[config.mk]
export PLATFORM = sky130hd
export DESIGN_NAME = shift_add_multiplier
export DESIGN_NICKNAME = d
export VERILOG_FILES = /design/src/rtl/shift_add_multiplier.sv
export SDC_FILE = /design/constraint.sdc
export NUM_CORES = 1
export LEC_CHECK = 0
export BUFFER_PORTS_ARGS = -buffer_cell sky130_fd_sc_hd__buf_4
export CORE_MARGIN = 2
export CORE_UTILIZATION = 50
export CTS_CLUSTER_SIZE = 14
export DETAILED_ROUTE_END_ITERATION = 12
export GPL_TIMING_DRIVEN = 0
export PLACE_DENSITY = 0.92
export SLEW_MARGIN = 0
export SYNTH_ARGS = -nofsm -noshare
export SYNTH_HDL_FRONTEND = slang
export SYNTH_SLANG_ARGS = --single-unit
[constraint.sdc]
create_clock -name clk -period 2.65 [get_ports clk]
set_input_delay 0.53 -clock clk [delete_from_list [all_inputs] [get_ports clk]]
set_output_delay 0.53 -clock clk [all_outputs]
set_load 0.01 [all_outputs]
[src/rtl/shift_add_multiplier.sv]
// Sequential unsigned WIDTH x WIDTH shift-add multiplier that drives an external ripple adder.
// Optional BUSY_ERR_EN adds a registered err pulse for starts issued while busy.
//
// state | meaning
// ------+-----------------------------------------------------------
// IDLE  | waiting for start; product holds last result
// RUN   | one partial-product add and shift per cycle, WIDTH cycles
// DONE  | product valid, done pulses; start here chains a new run
module shift_add_multiplier #(
   parameter int WIDTH = 4
) (
   input  logic               clk,
   input  logic               rst_n,
   input  logic               start,
   input  logic [WIDTH-1:0]   mcand,
   input  logic [WIDTH-1:0]   mplr,
   output logic               ready,
   output logic               busy,
   output logic               done,
   output logic [2*WIDTH-1:0] product,
   output logic [WIDTH-1:0]   adder_a,
   output logic [WIDTH-1:0]   adder_b,
   output logic               adder_cin,
   input  logic [WIDTH-1:0]   adder_sum,
   input  logic               adder_cout
`ifdef BUSY_ERR_EN
   ,
   output logic               err
`endif
);

   localparam int CW = $clog2(WIDTH) + 1;
   localparam logic [CW-1:0] CNT_LAST = CW'(WIDTH - 1);

   typedef enum logic [1:0] {
      S_IDLE = 2'd0,
      S_RUN  = 2'd1,
      S_DONE = 2'd2
   } state_t;

   state_t           state;
   state_t           state_nxt;
   logic             load;
   logic [WIDTH-1:0] acc_hi;
   logic [WIDTH-1:0] q;
   logic [WIDTH-1:0] mcand_r;
   logic [CW-1:0]    cnt;

   always_ff @(posedge clk or negedge rst_n) begin
      if (!rst_n) state <= S_IDLE;
      else        state <= state_nxt;
   end

   always_comb begin
      state_nxt = state;
      load      = 1'b0;
      case (state)
         S_IDLE: begin
            if (start) begin
               state_nxt = S_RUN;
               load      = 1'b1;
            end
         end
         S_RUN: begin
            if (cnt == CNT_LAST) state_nxt = S_DONE;
         end
         S_DONE: begin
            if (start) begin
               state_nxt = S_RUN;
               load      = 1'b1;
            end else begin
               state_nxt = S_IDLE;
            end
         end
         default: state_nxt = S_IDLE;
      endcase
   end

   assign busy  = (state == S_RUN);
   assign ready = !busy;
   assign done  = (state == S_DONE);

   // Adder result and carry shift in from the top while q drains its consumed LSB.
   always_ff @(posedge clk or negedge rst_n) begin
      if (!rst_n) begin
         acc_hi  <= '0;
         q       <= '0;
         mcand_r <= '0;
         cnt     <= '0;
      end else if (load) begin
         mcand_r <= mcand;
         q       <= mplr;
         acc_hi  <= '0;
         cnt     <= '0;
      end else if (busy) begin
         {acc_hi, q} <= {adder_cout, adder_sum, q[WIDTH-1:1]};
         cnt         <= cnt + CW'(1);
      end
   end

   assign product   = {acc_hi, q};
   assign adder_a   = busy ? acc_hi : '0;
   assign adder_b   = (busy && q[0]) ? mcand_r : '0;
   assign adder_cin = 1'b0;

`ifdef BUSY_ERR_EN
   always_ff @(posedge clk or negedge rst_n) begin
      if (!rst_n) err <= 1'b0;
      else        err <= start & busy;
   end
`endif

endmodule

# [Word-level counts from Yosys, hierarchy flattened]
# Index checks and enable logic that the tools add are counted.
[totals] regBits=17 inputBits=16 out_inout_bits=20 wordCells=31
[op_classes] n_addsub=1 n_eq_ne=5 muxes=14 n_reduce_logical=6
[ops] op="4-bit two-way mux" count=6
[ops] op="3-bit two-way mux" count=2
[ops] op="2-bit case mux with 3 select lines" count=1
[ops] op="2-bit two-way mux" count=2
[ops] op="3-bit by 1-bit adder with 3-bit output, second input constant" count=1
[ops] op="3-bit by 2-bit equality test with 1-bit output, second input constant" count=1
[ops] op="1-bit two-way mux" count=3
[ops] op="2-bit by 1-bit equality test with 1-bit output, second input constant" count=1
[ops] op="2-bit equality test, second input constant" count=1
[ops] op="2-bit zero test" count=1
[ops] op="2-bit by 1-bit != test with 1-bit output, second input constant" count=1
[ops] op="2-bit != test, second input constant" count=1
[ops] op="2-bit AND reduction" count=1
[ops] op="2-bit nonzero test" count=1
[ops] op="2-bit OR reduction" count=1
[ops] op="1-bit logical AND" count=1
[ops] op="1-bit zero test" count=1

# [Depth between registers and ports, before layout]
# Gate-level depths: netlist (run 1).
[depth] word_depth=4 depth_mapped=5 ltp_nobuf=4

# [Least setup slack after synthesis (run 1)]
# OpenSTA, ideal clock, no wires.
[synth_timing] kind="register to output" from="reg state[1]" to="out adder_b[0]" arrival_time_ps=995 t_required_ps=2120 setup_slack_ps=1125 stages_incl_launch_ff=5 path_buffers=1 cell_sequence="dfrtp_1 > nand2b_4 > inv_1 > buf_2 > and3_1"
[synth_between] elab_chain_cells=3
[synth_lines] element="from (decl)" line="41" rtl="state_t state;"
[synth_lines] element="from (signal assigned)" line="51" rtl="else state <= state_nxt;"
[synth_lines] element="2-bit by 1-bit equality test with 1-bit output" line="79" rtl="assign busy = (state == S_RUN);"
[synth_lines] element="via busy" line="18" rtl="output logic busy,"
[synth_lines] element="1-bit logical AND" line="103" rtl="assign adder_b = (busy && q[0]) ? mcand_r : '0;"
[synth_lines] element="4-bit two-way mux" line="103"
[synth_lines] element="to (decl)" line="22" rtl="output logic [WIDTH-1:0] adder_b,"
# The timed path passes the listed nets, and every way through them passes these cells.

# [Worst setup path in the final report (run 1)]
[layout_timing] from="reg state[1]" to="out adder_b[1]"
[layout_between] elab_chain_cells=3
[layout_lines] element="2-bit by 1-bit equality test with 1-bit output" line="79"
[layout_lines] element="1-bit logical AND" line="103"
[layout_lines] element="4-bit two-way mux" line="103"
# Every way passes these cells.

==> impl_metrics.py, run 1 <==
metrics = {
    "setup_path": {
        "arrival_ns": 1.44,
        "rr_worst_depth": 3,
        "worst_ep_required_time_ns": 2.12,
        "reg2reg_slack_ns": 1.34,
        "worstPathMaxFanout": 10,
        "cp-end-kind": "output port",
        "r2r_start": "cnt[0]",
        "rr_endpoint": "cnt[1]",
        "worstSetupPathType": "reg -> out",
        "cp-start-kind": "register",
    },
    "cells_and_area": {
        "final_util": 0.711,
        "multi_input_area_um2": 440,
        "final_common_cell": "buf_4",
        "final_cell_mix": "buf_4 (36), dfrtp_1 (17), nand2_1 (15), and2_1 (5)",
        "fill_cells": 141,
        "nets": 147,
        "drive_gt1_frac": 0.398,
        "syn_to_final_growth_pct": 34.2,
        "diodes": 0,
        "final-seq-area_um2": 425,
    },
    "die": {
        "chipWidth_um": 46.8,
        "initial_core_util": 0.530,
        "coreArea_um2": 1730,
        "die_area_um2": 2190,
        "num_rows": 15,
        "die_h_um": 46.8,
        "ios": 36,
    },
    "yosys": {
        "syn-mean-instance-area_um2": 10.2,
        "synth_fa_ha_area_frac": 0.0274,
        "synthSimpleGateAreaFrac": 0.223,
        "ys_ff_latch": 17,
        "synth_area_leaders": "dfrtp_1 (47%), nand2_1 (6.2%), mux2_2 (4.9%), mux2i_1 (4.4%), a22o_1 (3.8%)",
        "synth.area.mux_share": 0.109,
        "synth_nets": 108,
        "synthDistinctLibCells": 26,
        "syn_inst": 90,
        "synth_enable_flop_cells": 0,
        "yosysTopAreaCellShare": 0.465,
        "synth_top_area_cell": "dfrtp_1",
        "synth_compound_area_frac": 0.108,
        "synth_xor_area_frac": 0.00958,
        "yosysSeqAreaShare": 0.465,
        "syn_area_um2": 915,
        "yosys_warnings": 0,
        "synthArstFlopShare": 1.00,
        "synth_ff_type": "dfrtp_1",
        "synth_top_family_by_area": "simple AND/OR/NAND/NOR gates",
    },
    "sta": {
        "fin_worst_skew_ns": 0.000481,
        "max_clock_freq_mhz": 508,
        "tns_ns": 0,
        "period_share": 0.742,
        "grt_setup_unrepaired": "no",
        "finalCriticalPeriod_ns": 1.97,
        "slew_viol_final": 0,
        "setup_viol": 0,
        "final_hold_viol_count": 0,
    },
    "routing": {
        "routed_via_density": 5.01,
        "drt_iter0_drc": 3,
        "drc": 0,
        "antenna_left": 0,
        "wl_per_cell_um": 13.2,
        "vias": 766,
        "drtPass1Iterations": 4,
        "totalWireLength_um": 2020,
    },
    "placed_design": {
        "gp_congestion": 0.760,
        "dp.final_hpwl_um": 1530,
        "io_buffers": 34,
    },
    "clock_network": {
        "hold_buffers": 0,
        "cts-root-buf": "clkbuf_4",
        "cts_made_buffers": 3,
        "post-cts-setup-buffers": 0,
        "cts_htree_levels": 1,
        "insertion_delay_ns": 0.28,
        "cts_tree": "yes",
        "clock-sinks": 17,
        "clk_pin_slew_ns": 0.09,
        "post_cts_resized": 0,
        "clockBufferDepth": 2,
    },
    "grt": {
        "track_usage": 0.209,
        "grt_pass1_wl_um": 3190,
        "grt_remaining_overflow": 0,
        "first_global_vias": 683,
        "grt_max_degree": 18,
        "antenna_found_initial": 0,
    },
    "pwr": {
        "leakage_nw": 0.617,
        "peakVddDrop_uv": 611,
        "power.density_nw_per_um2": 1120,
    },
    "job": {
        "drv_cap": 0,
    },
    "outcome": {
        "status": "complete, no violations",
    },
    "min_path": {
        "hold_class": "in -> async",
    },
}
==> Yosys cell counts (3+ instances only) <==
cell and count:
and3_1 4, nor2b_1 4, buf_2 3, a22o_1 4
mux2_2 4, a21oi_1 3, a211oi_1 3, o21ai_0 4
nand2_1 15, and2_1 5, dfrtp_1 17, nand2b_1 3
mux2i_1 4
==> layer usage <==
layer | vias up | routed length [um] | GRT usage
met3 | 2 | 97 | 0.0538
li1 | 380 | - | -
met5 | - | 0 | 0
met4 | 0 | 19 | 0.0833
met1 | 355 | 860 | 0.253
met2 | 29 | 1040 | 0.356
==> report_power, final <==
group          switching, mW  total (mW)  internal, mW  leakage (nW)
clock network         0.0782       0.137        0.0585        0.0150
logic                  0.350       0.756         0.406         0.395
registers              0.105       0.486         0.381         0.207
==> logic make-up (layout without fill, tap and decap cells) <==
| group | count (synthesis) | count (layout) |
|---|---|---|
| adder cells (fa/ha/maj) | 2 | 2 |
| AO/OA/AOI/OAI | 15 | 15 |
| other | 1 | 1 |
| XOR/XNOR | 1 | 1 |
| buffers and inverters | 8 | 46 |
| flip-flops | 17 | 17 |
| AND/OR/NAND/NOR | 37 | 37 |
| multiplexers | 9 | 9 |
==> registers in the layout, indices dropped and copies added (netlist names) <==
signal and cells:
state 2, acc_hi 4, mcand_r 4, cnt 3
q 4
==> layout make-up <==
type / instances / area share
timing repair buffer: 34 / 0.208
multi-input combinational: 65 / 0.359
tap: 25 / 0.0255
buffer: 6 / 0.0336
inverter: 2 / 0.00612
clock buffer: 4 / 0.0214
sequential: 17 / 0.347
==> metrics by stage <==
stage	setup WS [ns]	power, mW	cell area (um2)	hold slack [ns]	instances
3_3_place_gp	1.03	1.22	1200	0.401	149
5_1_grt	0.585	1.49	1230	0.0887	153
2_1_floorplan	1.12	0.925	915	0.234	90
3_5_place_dp	0.993	1.25	1200	0.404	149
6_report	0.683	1.38	1230	0.0861	153
4_1_cts	0.662	1.39	1230	0.0840	153
==> worst max path at each step <==
stage / slack, ns / to / from
2_1_floorplan: 1.12 / adder_b[0] / state[1]
3_3_place_gp: 1.03 / adder_b[1] / state[1]
3_5_place_dp: 0.99 / adder_b[1] / state[1]
4_1_cts: 0.66 / adder_b[1] / state[1]
5_1_grt: 0.59 / adder_b[1] / state[1]
6_report: 0.68 / adder_b[1] / state[1]
==> critical path, cell delays in order, from the launching register on <==
cell      delay, ns
dfrtp_1        0.42
nand2b_4       0.17
inv_1          0.06
buf_2          0.20
and3_1         0.19
buf_4          0.12
Note: power is estimated with default switching activity, not from simulation.
==> run 2, diff against run 1 <==
- CORE_UTILIZATION: 50 -> 47
- PLACE_DENSITY: 0.92 -> 0.88
- clock period: 2.65 -> 1.9 ns (I/O delays scaled with it)
==> impl_metrics.py, run 2 (same netlist as run 1, synthesis figures left out) <==
metrics = {
    "min_path": {
        "hold_class": "in -> reg",
    },
    "clock_network": {
        "insertion_delay_ns": 0.29,
        "clockBufferDepth": 2,
        "post-cts-setup-buffers": 0,
        "post_cts_resized": 0,
        "clk_pin_slew_ns": 0.10,
        "clock-sinks": 17,
        "cts_tree": "yes",
        "cts-root-buf": "clkbuf_4",
        "cts_made_buffers": 3,
        "cts_htree_levels": 1,
    },
    "routing": {
        "routed_via_density": 5.06,
        "drc": 0,
        "wl_met2_um": 992,
        "drt_iter0_drc": 12,
        "wl_met3_um": 78,
        "top_layer": "met4",
        "wl_per_cell_um": 12.8,
        "antenna_left": 0,
        "vias": 779,
        "drtPass1Iterations": 4,
        "drt-met1-wl_um": 876,
        "totalWireLength_um": 1970,
    },
    "setup_path": {
        "cp_num_buf_inv": 3,
        "cp-start-kind": "register",
        "arrival_ns": 1.43,
        "worstPathMaxFanout": 10,
        "worstSetupPathType": "reg -> out",
        "crit_chain": "nand2b_4 -> inv_1 -> buf_2 -> and3_1 -> buf_4",
        "critical_path.max_stage_delay_ns": 0.41,
        "cp_top_family": "flip-flops",
        "cp-end-kind": "output port",
        "worst_ep_required_time_ns": 1.52,
        "slowest_stage": "dfrtp_1",
        "reg2reg_slack_ns": 0.58,
    },
    "pwr": {
        "peakVddDrop_uv": 839,
        "p_comb_frac": 0.547,
        "seqPwrFrac": 0.354,
        "power.density_nw_per_um2": 1560,
        "switching_power_mw": 0.746,
        "p_clk_frac": 0.100,
        "internal-power_mw": 1.18,
        "switching_share": 0.387,
        "leakage_nw": 0.621,
    },
    "cells_and_area": {
        "final_cell_mix": "buf_4 (36), dfrtp_1 (17), nand2_1 (15), and2_1 (5)",
        "design_area_um2": 1240,
        "diodes": 0,
        "drive_gt1_frac": 0.395,
        "reg_top3": "acc_hi x4, mcand_r x4, q x4",
        "syn_to_final_growth_pct": 35.3,
        "final_common_cell": "buf_4",
        "fill_cells": 138,
        "nets": 148,
    },
    "die": {
        "chipWidth_um": 48.1,
        "die_area_um2": 2320,
        "num_rows": 15,
        "die_h_um": 48.1,
        "initial_core_util": 0.513,
        "coreArea_um2": 1780,
        "ios": 36,
    },
    "grt": {
        "antenna_found_initial": 0,
        "track_usage": 0.188,
        "grt_max_degree": 18,
        "first_global_vias": 665,
        "grt_remaining_overflow": 0,
        "grt_pass1_wl_um": 2990,
    },
    "job": {
        "drv_cap": 0,
    },
    "sta": {
        "fin_worst_skew_ns": 0.00271,
        "finalCriticalPeriod_ns": 1.81,
        "tns_ns": 0,
        "setup_viol": 0,
        "period_share": 0.951,
        "max_clock_freq_mhz": 553,
        "grt_setup_unrepaired": "no",
        "final_hold_viol_count": 0,
        "slew_viol_final": 0,
    },
    "placed_design": {
        "dpl_cell_area_um2": 1200,
        "dp.final_hpwl_um": 1440,
        "io_buffers": 34,
        "gp_congestion": 0.723,
    },
    "outcome": {
        "status": "complete, no violations",
    },
}
## run 2: cell types whose count changed in the layout (fill, tap and decap cells not counted)
cell           change
dlygate4sd3_1      +1
## run 2: layout make-up
cell class / instances / area, um2 / share of cell area
Tap cell: 25 / 31.3 / 0.0253
Clock buffer: 4 / 26.3 / 0.0212
Buffer: 6 / 41.3 / 0.0334
Timing Repair Buffer: 35 / 265 / 0.214
Multi-Input combinational cell: 65 / 440 / 0.356
Inverter: 2 / 7.51 / 0.00607
Sequential cell: 17 / 425 / 0.344
## run 2: worst paths after layout
kind	startpoint	endpoint	cells past startpoint
min reg2reg	mcand_r[0]	mcand_r[0]	2
max in group asynchronous	rst_n	acc_hi[2]	2
max reg2reg	cnt[0]	cnt[1]	3
min	mcand[0]	mcand_r[0]	3
max	state[1]	adder_b[1]	5
min in group asynchronous	rst_n	q[0]	2
## run 2: power groups by stage
| stage | clock network, mW | registers, mW | logic, mW |
|---|---|---|---|
| 2_1_floorplan | 0 | 0.690 | 0.600 |
| 3_3_place_gp | 0 | 0.675 | 1.02 |
| 3_5_place_dp | 0 | 0.685 | 1.06 |
| 4_1_cts | 0.193 | 0.680 | 1.06 |
| 5_1_grt | 0.209 | 0.703 | 1.16 |
| 6_report | 0.192 | 0.682 | 1.05 |
## run 2: through the flow
| stage | worst slack, ns | utilization | power (mW) | cells | hold slack (ns) |
|---|---|---|---|---|---|
| after floorplan | 0.525 | - | 1.29 | 90 | 0.0844 |
| after global placement | 0.433 | 0.674 | 1.70 | 149 | 0.251 |
| after detailed placement | 0.423 | 0.674 | 1.74 | 149 | 0.253 |
| after CTS | 0.0923 | 0.694 | 1.94 | 154 | 0.281 |
| after global routing | 0.0125 | 0.694 | 2.07 | 154 | 0.286 |
| final | 0.0928 | 0.694 | 1.93 | 154 | 0.278 |
## run 2: metal layers
metal	up-vias	GRT usage
li1	379	-
met1	374	0.247
met2	24	0.312
met3	2	0.0444
met4	0	0.0486
met5	-	0
## run 2: worst register-to-register path, cell delays in order, from the launching register on
cell	delay, ns
dfrtp_1	0.42
ha_1	0.31
mux2_2	0.26
a22o_1	0.22
## run 2: timing repair
item / in CTS / in global routing
endpoints found under the hold margin: 17 / 0
hold buffers: 1 / 0
setup endpoints to repair: 0 / 0
==> run 3, diff against run 2 <==
- ABC_AREA: not set -> 1
- CORE_UTILIZATION: 47 -> 45
- PLACE_DENSITY: 0.88 -> 0.87
==> impl_metrics.py, run 3 <==
metrics = {
    "yosys": {
        "synth_top_area_cell": "dfrtp_1",
        "synth_area_leaders": "dfrtp_1 (53%), nand2_1 (12%), inv_1 (8.4%), o21ai_0 (6.2%), nor2_1 (5.1%)",
        "synth_ff_type": "dfrtp_1",
        "yosysTopAreaCellShare": 0.526,
        "yosys_warnings": 0,
        "yosysSeqAreaShare": 0.526,
        "synth_enable_flop_cells": 0,
        "ys_ff_latch": 17,
        "yosysMostFrequentCell": "nand2_1",
        "syn_inst": 102,
        "syn-mean-instance-area_um2": 7.92,
        "syn_area_um2": 808,
        "synth_nets": 120,
        "yosys-top-cells-count": "nand2_1 (25), inv_1 (18), dfrtp_1 (17)",
        "synthDistinctLibCells": 15,
        "synthArstFlopShare": 1.00,
    },
    "job": {
        "drv_cap": 0,
    },
    "sta": {
        "finalCriticalPeriod_ns": 1.78,
        "fin_worst_skew_ns": 0.00424,
        "fin_ws_ns": 0.118,
        "tns_ns": 0,
        "slew_viol_final": 0,
        "max_clock_freq_mhz": 561,
        "grt_setup_unrepaired": "no",
        "setup_viol": 0,
        "final_hold_viol_count": 0,
        "whs_ns": 0.299,
        "period_share": 0.938,
    },
    "grt": {
        "first_global_vias": 618,
        "grt_pass1_wl_um": 2680,
        "antenna_found_initial": 0,
        "track_usage": 0.185,
        "grt_max_degree": 18,
        "grt_remaining_overflow": 0,
    },
    "clock_network": {
        "clock-sinks": 17,
        "clk_pin_slew_ns": 0.09,
        "cts_htree_levels": 1,
        "clockBufferDepth": 2,
        "cts-root-buf": "clkbuf_4",
        "cts_tree": "yes",
        "insertion_delay_ns": 0.29,
        "cts_made_buffers": 3,
        "post-cts-setup-buffers": 0,
    },
    "cells_and_area": {
        "diodes": 0,
        "reg_top3": "acc_hi x4, mcand_r x4, q x4",
        "final-seq-area_um2": 427,
        "fill_cells": 156,
        "final_cell_mix": "buf_4 (35), nand2_1 (25), inv_1 (18), dfrtp_1 (16), nor2_1 (11)",
        "final_common_cell": "buf_4",
        "drive_gt1_frac": 0.340,
        "instances_no_fill": 166,
        "multi_input_area_um2": 297,
        "nets": 160,
        "syn_to_final_growth_pct": 40.1,
    },
    "setup_path": {
        "rr_worst_depth": 4,
        "worstSetupPathDepth": 5,
        "slowest_stage": "dfrtp_2",
        "cp-start-kind": "register",
        "rr_endpoint": "cnt[2]",
        "cp-end-kind": "output port",
        "r2r_start": "cnt[0]",
        "cp_num_buf_inv": 2,
        "reg2reg_slack_ns": 0.54,
        "cp_top_family": "simple AND/OR/NAND/NOR gates",
        "crit_chain": "inv_2 -> nor2_4 -> nand2_1 -> nor2_1 -> buf_4",
        "arrival_ns": 1.40,
        "critical_path.max_stage_delay_ns": 0.43,
        "cp-endpoint": "adder_b[0]",
        "startpoint": "state[0]",
        "worstSetupPathType": "reg -> out",
        "worstPathMaxFanout": 8,
        "worst_ep_required_time_ns": 1.52,
    },
    "routing": {
        "antenna_left": 0,
        "drtPass1Iterations": 4,
        "vias": 748,
        "drt_iter0_drc": 7,
        "drc": 0,
        "totalWireLength_um": 1780,
        "wl_per_cell_um": 10.7,
        "routed_via_density": 4.51,
    },
    "placed_design": {
        "dp_slack_ns": 0.382,
        "io_buffers": 34,
        "dp.final_hpwl_um": 1390,
        "numPlacedInstances": 161,
        "gp_congestion": 0.759,
    },
    "die": {
        "num_rows": 15,
        "initial_core_util": 0.473,
        "ios": 36,
        "die_area_um2": 2150,
        "chipWidth_um": 46.4,
        "die_h_um": 46.4,
        "coreArea_um2": 1710,
    },
    "pwr": {
        "peakVddDrop_uv": 1010,
        "power.density_nw_per_um2": 1610,
        "leakage_nw": 0.638,
        "p_total_mw": 1.83,
    },
    "min_path": {
        "holdCritStartpoint": "mcand[2]",
        "hold_class": "in -> reg",
    },
    "outcome": {
        "status": "complete, no violations",
    },
}
==> run 3: cell types whose count changed after synthesis, moves of 4 or more <==
cell,previous run,this run
inv_1,2,18
nand2_1,15,25
nor2_1,2,11
nand3_1,0,7
o21ai_0,4,10
and2_1,5,0
a22o_1,4,0
and3_1,4,0
mux2_2,4,0
mux2i_1,4,0
nor2b_1,4,0
==> run 3: stage by stage <==
stage	utilization	area [um2]
2_1_floorplan	-	808
3_3_place_gp	0.641	1090
3_5_place_dp	0.641	1090
4_1_cts	0.662	1130
5_1_grt	0.663	1130
6_report	0.663	1130
==> run 3: worst min path at each step <==
| stage | endpoint | slack [ns] | cells after the start |
|---|---|---|---|
| 2_1_floorplan | acc_hi[0] | 0.08 | 0 |
| 3_3_place_gp | acc_hi[3] | 0.25 | 1 |
| 3_5_place_dp | mcand_r[0] | 0.26 | 1 |
| 4_1_cts | acc_hi[1] | 0.29 | 3 |
| 5_1_grt | mcand_r[2] | 0.29 | 3 |
| 6_report | mcand_r[2] | 0.30 | 3 |
==> run 3: cell type report <==
| type | count | share of cell area |
|---|---|---|
| sequential | 17 | 0.377 |
| multi-input combinational | 63 | 0.262 |
| timing repair buffer | 35 | 0.234 |
| inverter | 21 | 0.0696 |
| tap | 25 | 0.0276 |
| clock buffer | 4 | 0.0232 |
| buffer | 1 | 0.00663 |
==> run 3: report_power, final <==
part           total (mW)  internal, mW  switching, mW
logic               0.984         0.427          0.557
registers           0.653         0.542          0.112
clock network       0.190        0.0816          0.108
==> run 3: routing by layer <==
layer  routed length, um  part of all wire  global-route usage
met5                   0                 0                   0
met4                  44             0.025              0.0857
met3                  95             0.053              0.0510
met2                 867              0.49               0.317
met1                 770              0.43               0.210
==> run 3: timing repair <==
item	4_1_cts	5_1_grt
hold buffers	1	0
hold endpoints to repair	17	0
gates resized for setup	0	1
setup endpoints to repair	0	4
==> run 3: cell families after synthesis <==
logic type,after synthesis,synth area share
adder cells (fa/ha/maj),2,0.0310
flip-flops,17,0.526
AND/OR/NAND/NOR,49,0.263
other,1,0.00464
AO/OA/AOI/OAI,11,0.0681
buffers and inverters,22,0.107
==> run 3: tightest hold or removal path: cells and delay by family <==
| family | cells | cell delay (ns) |
|---|---|---|
| AO/OA/AOI/OAI | 1 | 0.06 |
| AND/OR/NAND/NOR | 1 | 0.04 |
| buffers and inverters | 1 | 0.08 |
